[config.mk]
export PLATFORM = sky130hd
export DESIGN_NAME = serie_paralelo_rx
export DESIGN_NICKNAME = d
export VERILOG_FILES = /design/src/rtl/serie_paralelo_rx.sv
export SDC_FILE = /design/constraint.sdc
export NUM_CORES = 1
export LEC_CHECK = 0
export BUFFER_PORTS_ARGS = -buffer_cell sky130_fd_sc_hd__buf_2
export CAP_MARGIN = 20
export CORE_MARGIN = 2
export CORE_UTILIZATION = 44
export CTS_BUF_LIST = sky130_fd_sc_hd__clkbuf_4
export DETAILED_ROUTE_END_ITERATION = 10
export MAX_ROUTING_LAYER = met4
export PLACE_DENSITY = 0.74
export SLEW_MARGIN = 20
export SYNTH_ARGS = -nofsm -noshare
export SYNTH_HDL_FRONTEND = slang
export SYNTH_SLANG_ARGS = --single-unit
[constraint.sdc]
create_clock -name clk_8f -period 1.79 [get_ports clk_8f]
set_input_delay 0.179 -clock clk_8f [delete_from_list [all_inputs] [get_ports clk_8f]]
set_output_delay 0.179 -clock clk_8f [all_outputs]
set_load 0.01 [all_outputs]
[src/rtl/serie_paralelo_rx.sv]
// Receive-side serial-to-parallel converter: hunts for the comma, confirms byte
// alignment on BC_COUNT consecutive commas, then rebuilds MSB-first bytes.
module serie_paralelo_rx #(
  parameter logic [7:0] COMMA    = 8'hBC,
  parameter int         BC_COUNT = 4
) (
  input  logic       clk_8f,
  input  logic       reset,
  input  logic       data_in,
  output logic [7:0] data_out,
  output logic       valid_out,
  output logic       active,
  output logic       byte_strobe
);

  typedef enum logic [1:0] {
    SEARCH = 2'd0,
    ALIGN  = 2'd1,
    ACTIVE = 2'd2
  } state_t;

  localparam logic [3:0] BC_LIM = 4'(BC_COUNT);

  state_t     state_r;
  logic [6:0] sr_r;
  logic [2:0] bit_cnt_r;
  logic [3:0] comma_cnt_r;
  logic [7:0] asm_s;
  logic       is_comma_s;
  logic       boundary_s;

  // Only the 7 most recent bits are stored; the current bit completes the byte.
  assign asm_s      = {sr_r, data_in};
  assign is_comma_s = (asm_s == COMMA);
  assign boundary_s = (bit_cnt_r == 3'd7);

  // Shift register, alignment FSM and registered byte outputs.
  always_ff @(posedge clk_8f or negedge reset) begin
    if (!reset) begin
      state_r     <= SEARCH;
      sr_r        <= 7'd0;
      bit_cnt_r   <= 3'd0;
      comma_cnt_r <= 4'd0;
      data_out    <= 8'd0;
      valid_out   <= 1'b0;
      active      <= 1'b0;
      byte_strobe <= 1'b0;
    end else begin
      sr_r        <= asm_s[6:0];
      byte_strobe <= 1'b0;
      case (state_r)
        SEARCH: begin
          // Bit-sliding hunt: the edge that completes a comma becomes a boundary.
          bit_cnt_r <= 3'd0;
          if (is_comma_s) begin
            comma_cnt_r <= 4'd1;
            if (BC_LIM == 4'd1) begin
              state_r <= ACTIVE;
              active  <= 1'b1;
            end else begin
              state_r <= ALIGN;
            end
          end
        end
        ALIGN: begin
          bit_cnt_r <= bit_cnt_r + 3'd1;
          if (boundary_s) begin
            if (is_comma_s) begin
              if (comma_cnt_r + 4'd1 >= BC_LIM) begin
                comma_cnt_r <= BC_LIM;
                state_r     <= ACTIVE;
                active      <= 1'b1;
              end else begin
                comma_cnt_r <= comma_cnt_r + 4'd1;
              end
            end else begin
              comma_cnt_r <= 4'd0;
              state_r     <= SEARCH;
            end
          end
        end
        ACTIVE: begin
          bit_cnt_r <= bit_cnt_r + 3'd1;
          if (boundary_s) begin
            byte_strobe <= 1'b1;
            if (!is_comma_s) begin
              data_out  <= asm_s;
              valid_out <= 1'b1;
            end else begin
              valid_out <= 1'b0;
            end
          end
        end
        default: begin
          state_r <= SEARCH;
        end
      endcase
    end
  end

endmodule

==> results of run 1 <==
[worst min path at each step]
stage | from | end
3_5_place_dp | reset | data_out[4]$_DFFE_PN0P_
2_1_floorplan | reset | active$_DFFE_PN0P_
6_report | reset | data_out[4]$_DFFE_PN0P_
3_3_place_gp | reset | data_out[3]$_DFFE_PN0P_
5_1_grt | reset | data_out[3]$_DFFE_PN0P_
4_1_cts | reset | data_out[4]$_DFFE_PN0P_
[metal layers]
layer / share of wire (%) / GRT usage [%] / wire, microns / up-vias
li1: - / - / - / 352
met1: 48 / 19.94 / 934 / 334
met2: 48 / 21.34 / 940 / 9
met3: 2.8 / 2.535 / 54 / 4
met4: 1.5 / 7.143 / 29 / 0
met5: 0 / - / 0 / -
[logic make-up (layout without fill, tap and decap cells)]
logic type | after synthesis | in the layout | share of synthesized area, %
DFF | 27 | 27 | 55.96
and+or+nand+nor | 25 | 25 | 13.16
buffers and inverters | 5 | 24 | 1.555
muxes | 9 | 9 | 8.394
adders and majority gates | 8 | 8 | 8.290
AOI/OAI and AO/OA | 16 | 16 | 12.64
[power by group through the flow]
stage | registers, mW | clock network, mW | logic, mW
after CTS | 0.638 | 0.291 | 0.0461
final | 0.638 | 0.286 | 0.0445
after global placement | 0.648 | 0 | 0.0415
after detailed placement | 0.649 | 0 | 0.0429
after floorplan | 0.652 | 0 | 0.0117
after global routing | 0.640 | 0.313 | 0.0499
[layout by cell type, fill, tap and decap left out, types with 2 or more instances in the layout]
cell,instances
a21o_1,3
and2_1,2
buf_2,13
clkbuf_4,3
dfrtp_1,27
dlygate4sd3_1,2
ha_1,7
inv_1,5
mux2_2,8
nand2_1,8
nor2_1,2
o21ai_0,2
[state kept, by name, summed over array words and instances, names as in the netlist]
register and count:
state_r 2, comma_cnt_r 4, sr_r 7, data_out 8, valid_out 1, byte_strobe 1
active 1, bit_cnt_r 3
[layout make-up]
class,count,area share (%)
inverters,5,1.361
flip-flops and latches,27,49.00
repair buffers,15,6.171
well taps,30,2.722
clock inverters,1,0.6352
clock buffers,3,1.633
multi-input cells,58,38.48
[synthesized netlist by cell type]
| master | number | area share, % |
|---|---|---|
| o21ai_0 | 2 | 0.83 |
| a211oi_4 | 1 | 1.7 |
| and4b_2 | 1 | 0.93 |
| a21oi_1 | 1 | 0.41 |
| nand3b_1 | 1 | 0.62 |
| and2_4 | 1 | 0.73 |
| nor3_1 | 1 | 0.41 |
| and4bb_4 | 1 | 1.3 |
| mux2_1 | 1 | 0.93 |
| and2b_2 | 1 | 0.73 |
| o22a_1 | 1 | 0.73 |
| o221ai_2 | 1 | 1.2 |
| nor2b_1 | 1 | 0.52 |
| nor2_4 | 1 | 0.93 |
| nand2_1 | 8 | 2.5 |
| inv_1 | 5 | 1.6 |
| nor3b_1 | 1 | 0.62 |
| nand2_4 | 1 | 0.93 |
| ha_1 | 8 | 8.3 |
| o2bb2ai_1 | 1 | 0.73 |
| a21boi_0 | 1 | 0.62 |
| a21o_1 | 3 | 1.9 |
| and2_1 | 2 | 1.0 |
| nand3_1 | 1 | 0.41 |
| mux2_2 | 8 | 7.5 |
| o22ai_1 | 1 | 0.52 |
| a221o_1 | 1 | 0.83 |
| o31ai_1 | 1 | 0.62 |
| and3_1 | 1 | 0.52 |
| nor2_1 | 3 | 0.93 |
| a21bo_2 | 1 | 0.83 |
| a31oi_4 | 1 | 1.8 |
| dfrtp_1 | 27 | 56 |
[what timing repair did]
action | in CTS | in global routing
setup endpoints to repair | 0 | 3
setup buffers | 0 | 0
hold endpoints to repair | 28 | 0
hold buffers | 2 | 0
resized for setup | 0 | 5
==> impl_metrics.tcl, run 1 <==
set metrics [dict create \
    status "completed" \
    dpl.hpwl_microns 1379 \
    route.detailed.drc 0 \
    drive_gt1_share_pct 35.78 \
    multi_input_area_sq_um 530.5 \
    final_antenna_net_count 0 \
    clkPwrFrac_pct 29.5 \
    period_share_pct 96.01 \
    critPathCapture "comma_cnt_r[1]$_DFFE_PN0P_" \
    fin_skew_ps 16.46 \
    crit_start "data_in" \
    vias 699 \
    port_buffers 13 \
    crit_fanout 4 \
    worst_slew_pin_slew_ps 580.1 \
    crit_cells 6 \
    critPathMaxStageDelay_ps 530 \
    dp.cells 133 \
    p_sw_share_pct 23.75 \
    pre_cts_ws_ps 47.48 \
    num_rows 18 \
    area_growth_pct 14.20 \
    drtIter0Drc 8 \
    hold_path.class "primary input to asynchronous set/reset pin" \
    path_class "primary input to flip-flop" \
    placed_cell_area_sq_um 1310 \
    finalSetupTns_ps 0 \
    n_antenna_cell 0 \
    ir_drop_mv 0.5390 \
    instances_no_fill 139 \
    switchingPower_mw 0.2299 \
    cts_tree "done" \
    syn_nets 101 \
    drt-total-wl_microns 1958 \
    ys_seq_elements 27 \
    grt_pass1_wl_microns 3470 \
    p_per_area_nw_per_um2 702.1 \
    cts_max_level 1 \
    num-fill-cells 223 \
    start_util_pct 47.44 \
    first_pass_iters 3 \
    ys_types 33 \
    syn_area_sq_um 1207 \
    die_area_sq_um 3179 \
    p_seq_share_pct 65.9 \
    grt_usage_pct 14.67 \
    regToRegStartpoint "comma_cnt_r[0]$_DFFE_PN0P_" \
    relSlewSlack_pct 61.33 \
    fin_crit_ps 1719 \
    whs_ps 345.9 \
    ys_seq_area_share_pct 55.96 \
    antenna_found_initial 0 \
    grt_max_degree 28 \
    hold_viol 0 \
    ios 14 \
    comb_power_share_pct 4.6 \
    clock_path_buffers 2 \
    die_h_microns 56.39 \
    r2r_slack_ps 130 \
    fp.dieW_microns 56.39 \
    cp-start-kind "primary input" \
    p_leak_nw 0.6494 \
    cts_sinks 27 \
    cts_root_buf "clkbuf_4" \
    rsz0062_at_grt "false" \
    critPathArrivalTime_ps 1950 \
    wire_per_inst_microns 14.09 \
    cp-end-kind "flip-flop" \
    finalPower_mw 0.9681 \
    setup_viol 0 \
    numCtsBuffers 3 \
    max_cap_violations 0 \
    finish.utilization_pct 54.18 \
    stdcell_area_sq_um 1379 \
    reg2reg_to "state_r[0]$_DFFE_PN0P_" \
    slowest_stage "dlygate4sd3_1" \
    worst_slack_ps 71.48 \
    final_max_slew_viol_count 0 \
    cpLargestDelayFamily "buffers and inverters" \
    avgSynthCellArea_sq_um 13.42 \
    gr-total-overflow 0 \
    grt_pass1_vias 751 \
    core_sq_um 2545 \
    synth_cells 90 \
    required_ps 2020 \
    p_int_mw 0.7382 \
    reg2reg_depth 5 \
    clk_latency_ps 340 \
    post_drt_via_cell_ratio 5.029 \
    yosys_warnings 0 \
    clk_pin_slew_ps 160 \
    seqCellArea_sq_um 675.6 \
    critPathBufInv 2 \
    nNetsFinal 121 \
    routabilityCongestion 0.7547 \
    worstPathCellList "dlygate4sd3_1 -> buf_2 -> and4bb_4 -> nand2_4 -> a211oi_4 -> mux2_2" \
    fmax_mhz 581.9 \
]
Power figures use the tool's default switching activity.
==> run 2: changes to the inputs <==
--- a/config.mk
+++ b/config.mk
@@ -7,7 +7,6 @@
 export LEC_CHECK = 0
 export BUFFER_PORTS_ARGS = -buffer_cell sky130_fd_sc_hd__buf_2
 export CAP_MARGIN = 20
-export CORE_MARGIN = 2
 export CORE_UTILIZATION = 44
 export CTS_BUF_LIST = sky130_fd_sc_hd__clkbuf_4
 export DETAILED_ROUTE_END_ITERATION = 10
==> constraint.sdc (replaced) <==
create_clock -name clk_8f -period 1.79 [get_ports clk_8f]
set_input_delay 0.179 -clock clk_8f [delete_from_list [all_inputs] [get_ports clk_8f]]
set_output_delay 0.179 -clock clk_8f [all_outputs]
set_load 0.1 [all_outputs]
==> run 2 against run 1 <==
  * Cell count grew 0.72%
  * Maximum frequency shrank 1.2%
  * Non-clock buffer count grew 1
  * Via count grew 3.9%
  * Final area shrank 0.45%
  * Core utilization shrank 0.25 points
  * Register-to-register slack lost 80 ps
  * Largest power group unchanged
  * Sequential share of layout area grew 0.22 points
  * Worst setup slack lost 20 ps
==> impl_metrics.tcl, run 2 (synthesis results as in run 1) <==
set metrics [dict create \
    setup_viol 0 \
    crit_fanout 6 \
    die_h_microns 54.39 \
    numCtsBuffers 3 \
    hold_path.class "primary input to asynchronous set/reset pin" \
    critPathMaxStageDelay_ps 450 \
    rsz0062_at_grt "true" \
    grt_pass1_vias 720 \
    fin_skew_ps 3.877 \
    num-fill-cells 222 \
    final_max_slew_viol_count 0 \
    seqCellArea_sq_um 675.6 \
    first_pass_iters 3 \
    drtIter0Drc 8 \
    p_per_area_nw_per_um2 737.3 \
    routabilityCongestion 0.7395 \
    relSlewSlack_pct 61.55 \
    dp.cells 133 \
    drive_gt1_share_pct 34.55 \
    gr-total-overflow 0 \
    period_share_pct 97.13 \
    finalSetupTns_ps 0 \
    cp-start-kind "flip-flop" \
    max_cap_violations 0 \
    die_area_sq_um 2958 \
    dpl.hpwl_microns 1395 \
    instances_no_fill 140 \
    critPathArrivalTime_ps 1960 \
    fmax_mhz 575.2 \
    antenna_found_initial 0 \
    fp.dieW_microns 54.39 \
    cp-end-kind "flip-flop" \
    grt_max_degree 28 \
    ir_drop_mv 0.5664 \
    regMostFlops "data_out" \
    reg.largest.list "data_out (8), sr_r (7), comma_cnt_r (4)" \
    grt_usage_pct 16.41 \
    wire_per_inst_microns 13.73 \
    nNetsFinal 122 \
    core_sq_um 2545 \
    route.detailed.drc 0 \
    layout_commonest_cell "dfrtp_1" \
    clk_latency_ps 320 \
    cts_max_level 1 \
    most-common-layout-cells "dfrtp_1, buf_2, mux2_2, ha_1, nand2_1" \
    hold_viol 0 \
    worst_slew_pin_slew_ps 576.7 \
    cts_sinks 27 \
    fin_crit_ps 1739 \
    area_growth_pct 13.68 \
    cpLargestDelayFamily "flip-flops" \
    path_class "flip-flop to flip-flop" \
    critPathBufInv 0 \
    num_rows 18 \
    n_antenna_cell 0 \
    cts_tree "done" \
    p_leak_nw 0.6514 \
    largest_register_ffs 8 \
    whs_ps 358.9 \
    required_ps 2010 \
    ios 14 \
    final_antenna_net_count 0 \
    drt-total-wl_microns 1922 \
    post_drt_via_cell_ratio 5.186 \
    port_buffers 13 \
    status "completed" \
    multi_input_area_sq_um 518.0 \
    clk_pin_slew_ps 140 \
    vias 726 \
    worstPathCellList "ha_1 -> and2_1 -> a31oi_4 -> o221ai_2 -> mux2_1" \
    grt_pass1_wl_microns 3201 \
    cts_root_buf "clkbuf_4" \
    clock_path_buffers 2 \
    start_util_pct 47.44 \
    slowest_stage "dfrtp_1" \
]
[run 2: cell count changes in the layout (fill, tap and decap cells not counted), sizes merged]
cell / before / now
buf: 13 / 14
clkinvlp: 0 / 1
inv: 6 / 5
[run 2: final cells by class]
cell class,instances,area share (%)
clock buffer,3,1.641
timing repair buffer,16,6.746
multi-input combinational,58,37.74
inverter,5,1.367
clock inverter,1,0.5469
sequential,27,49.23
tap,30,2.735
[run 2: path summary, 6_finish.rpt]
kind / from / to / slack, ps / cells after the start
setup / recovery: comma_cnt_r[0]$_DFFE_PN0P_ / state_r[0]$_DFFE_PN0P_ / 50 / 5
hold / removal: reset / data_out[3]$_DFFE_PN0P_ / 360 / 2
setup reg to reg: comma_cnt_r[0]$_DFFE_PN0P_ / state_r[0]$_DFFE_PN0P_ / 50 / 5
hold reg to reg: sr_r[5]$_DFF_PN0_ / sr_r[6]$_DFF_PN0_ / 410 / 0
max in group asynchronous: reset / active$_DFFE_PN0P_ / 1050 / 2
min in group clk_8f: sr_r[5]$_DFF_PN0_ / sr_r[6]$_DFF_PN0_ / 410 / 0
[run 2: metal layers]
| layer | wire (microns) | part of all wire [%] | vias to the layer above | global-route usage, % |
|---|---|---|---|---|
| li1 | - | - | 358 | - |
| met1 | 944 | 49 | 353 | 20.80 |
| met2 | 888 | 46 | 11 | 25.20 |
| met3 | 53 | 2.8 | 4 | 3.333 |
| met4 | 36 | 1.9 | 0 | 7.692 |
| met5 | 0 | 0 | - | - |
[run 2: through the flow]
| step | power (mW) | cell area (sq um) | setup slack, ps | util [%] |
|---|---|---|---|---|
| 6_report | 1.012 | 1373 | 51.43 | 53.93 |
| 5_1_grt | 1.056 | 1373 | -18.51 | 53.93 |
| 4_1_cts | 1.027 | 1363 | 40.15 | 53.54 |
| 3_5_place_dp | 0.7581 | 1310 | 18.70 | 51.47 |
| 3_3_place_gp | 0.7567 | 1310 | 109.4 | 51.47 |
| 2_1_floorplan | 0.7297 | 1207 | 157.6 | - |
[run 2: repair_timing]
| action | 4_1_cts | 5_1_grt |
|---|---|---|
| pin swaps | 0 | 1 |
| gates resized for setup | 1 | 1 |
| hold endpoints to repair | 28 | 0 |
| setup endpoints to repair | 1 | 7 |
| hold buffers | 2 | 0 |
| setup buffers | 0 | 1 |
[run 2: report_power, final]
part | total, mW | internal (mW) | switching [mW] | leakage [nW]
combinational | 0.111 | 0.0194 | 0.0916 | 0.315
sequential | 0.637 | 0.627 | 0.00949 | 0.323
clock | 0.264 | 0.0855 | 0.179 | 0.0139
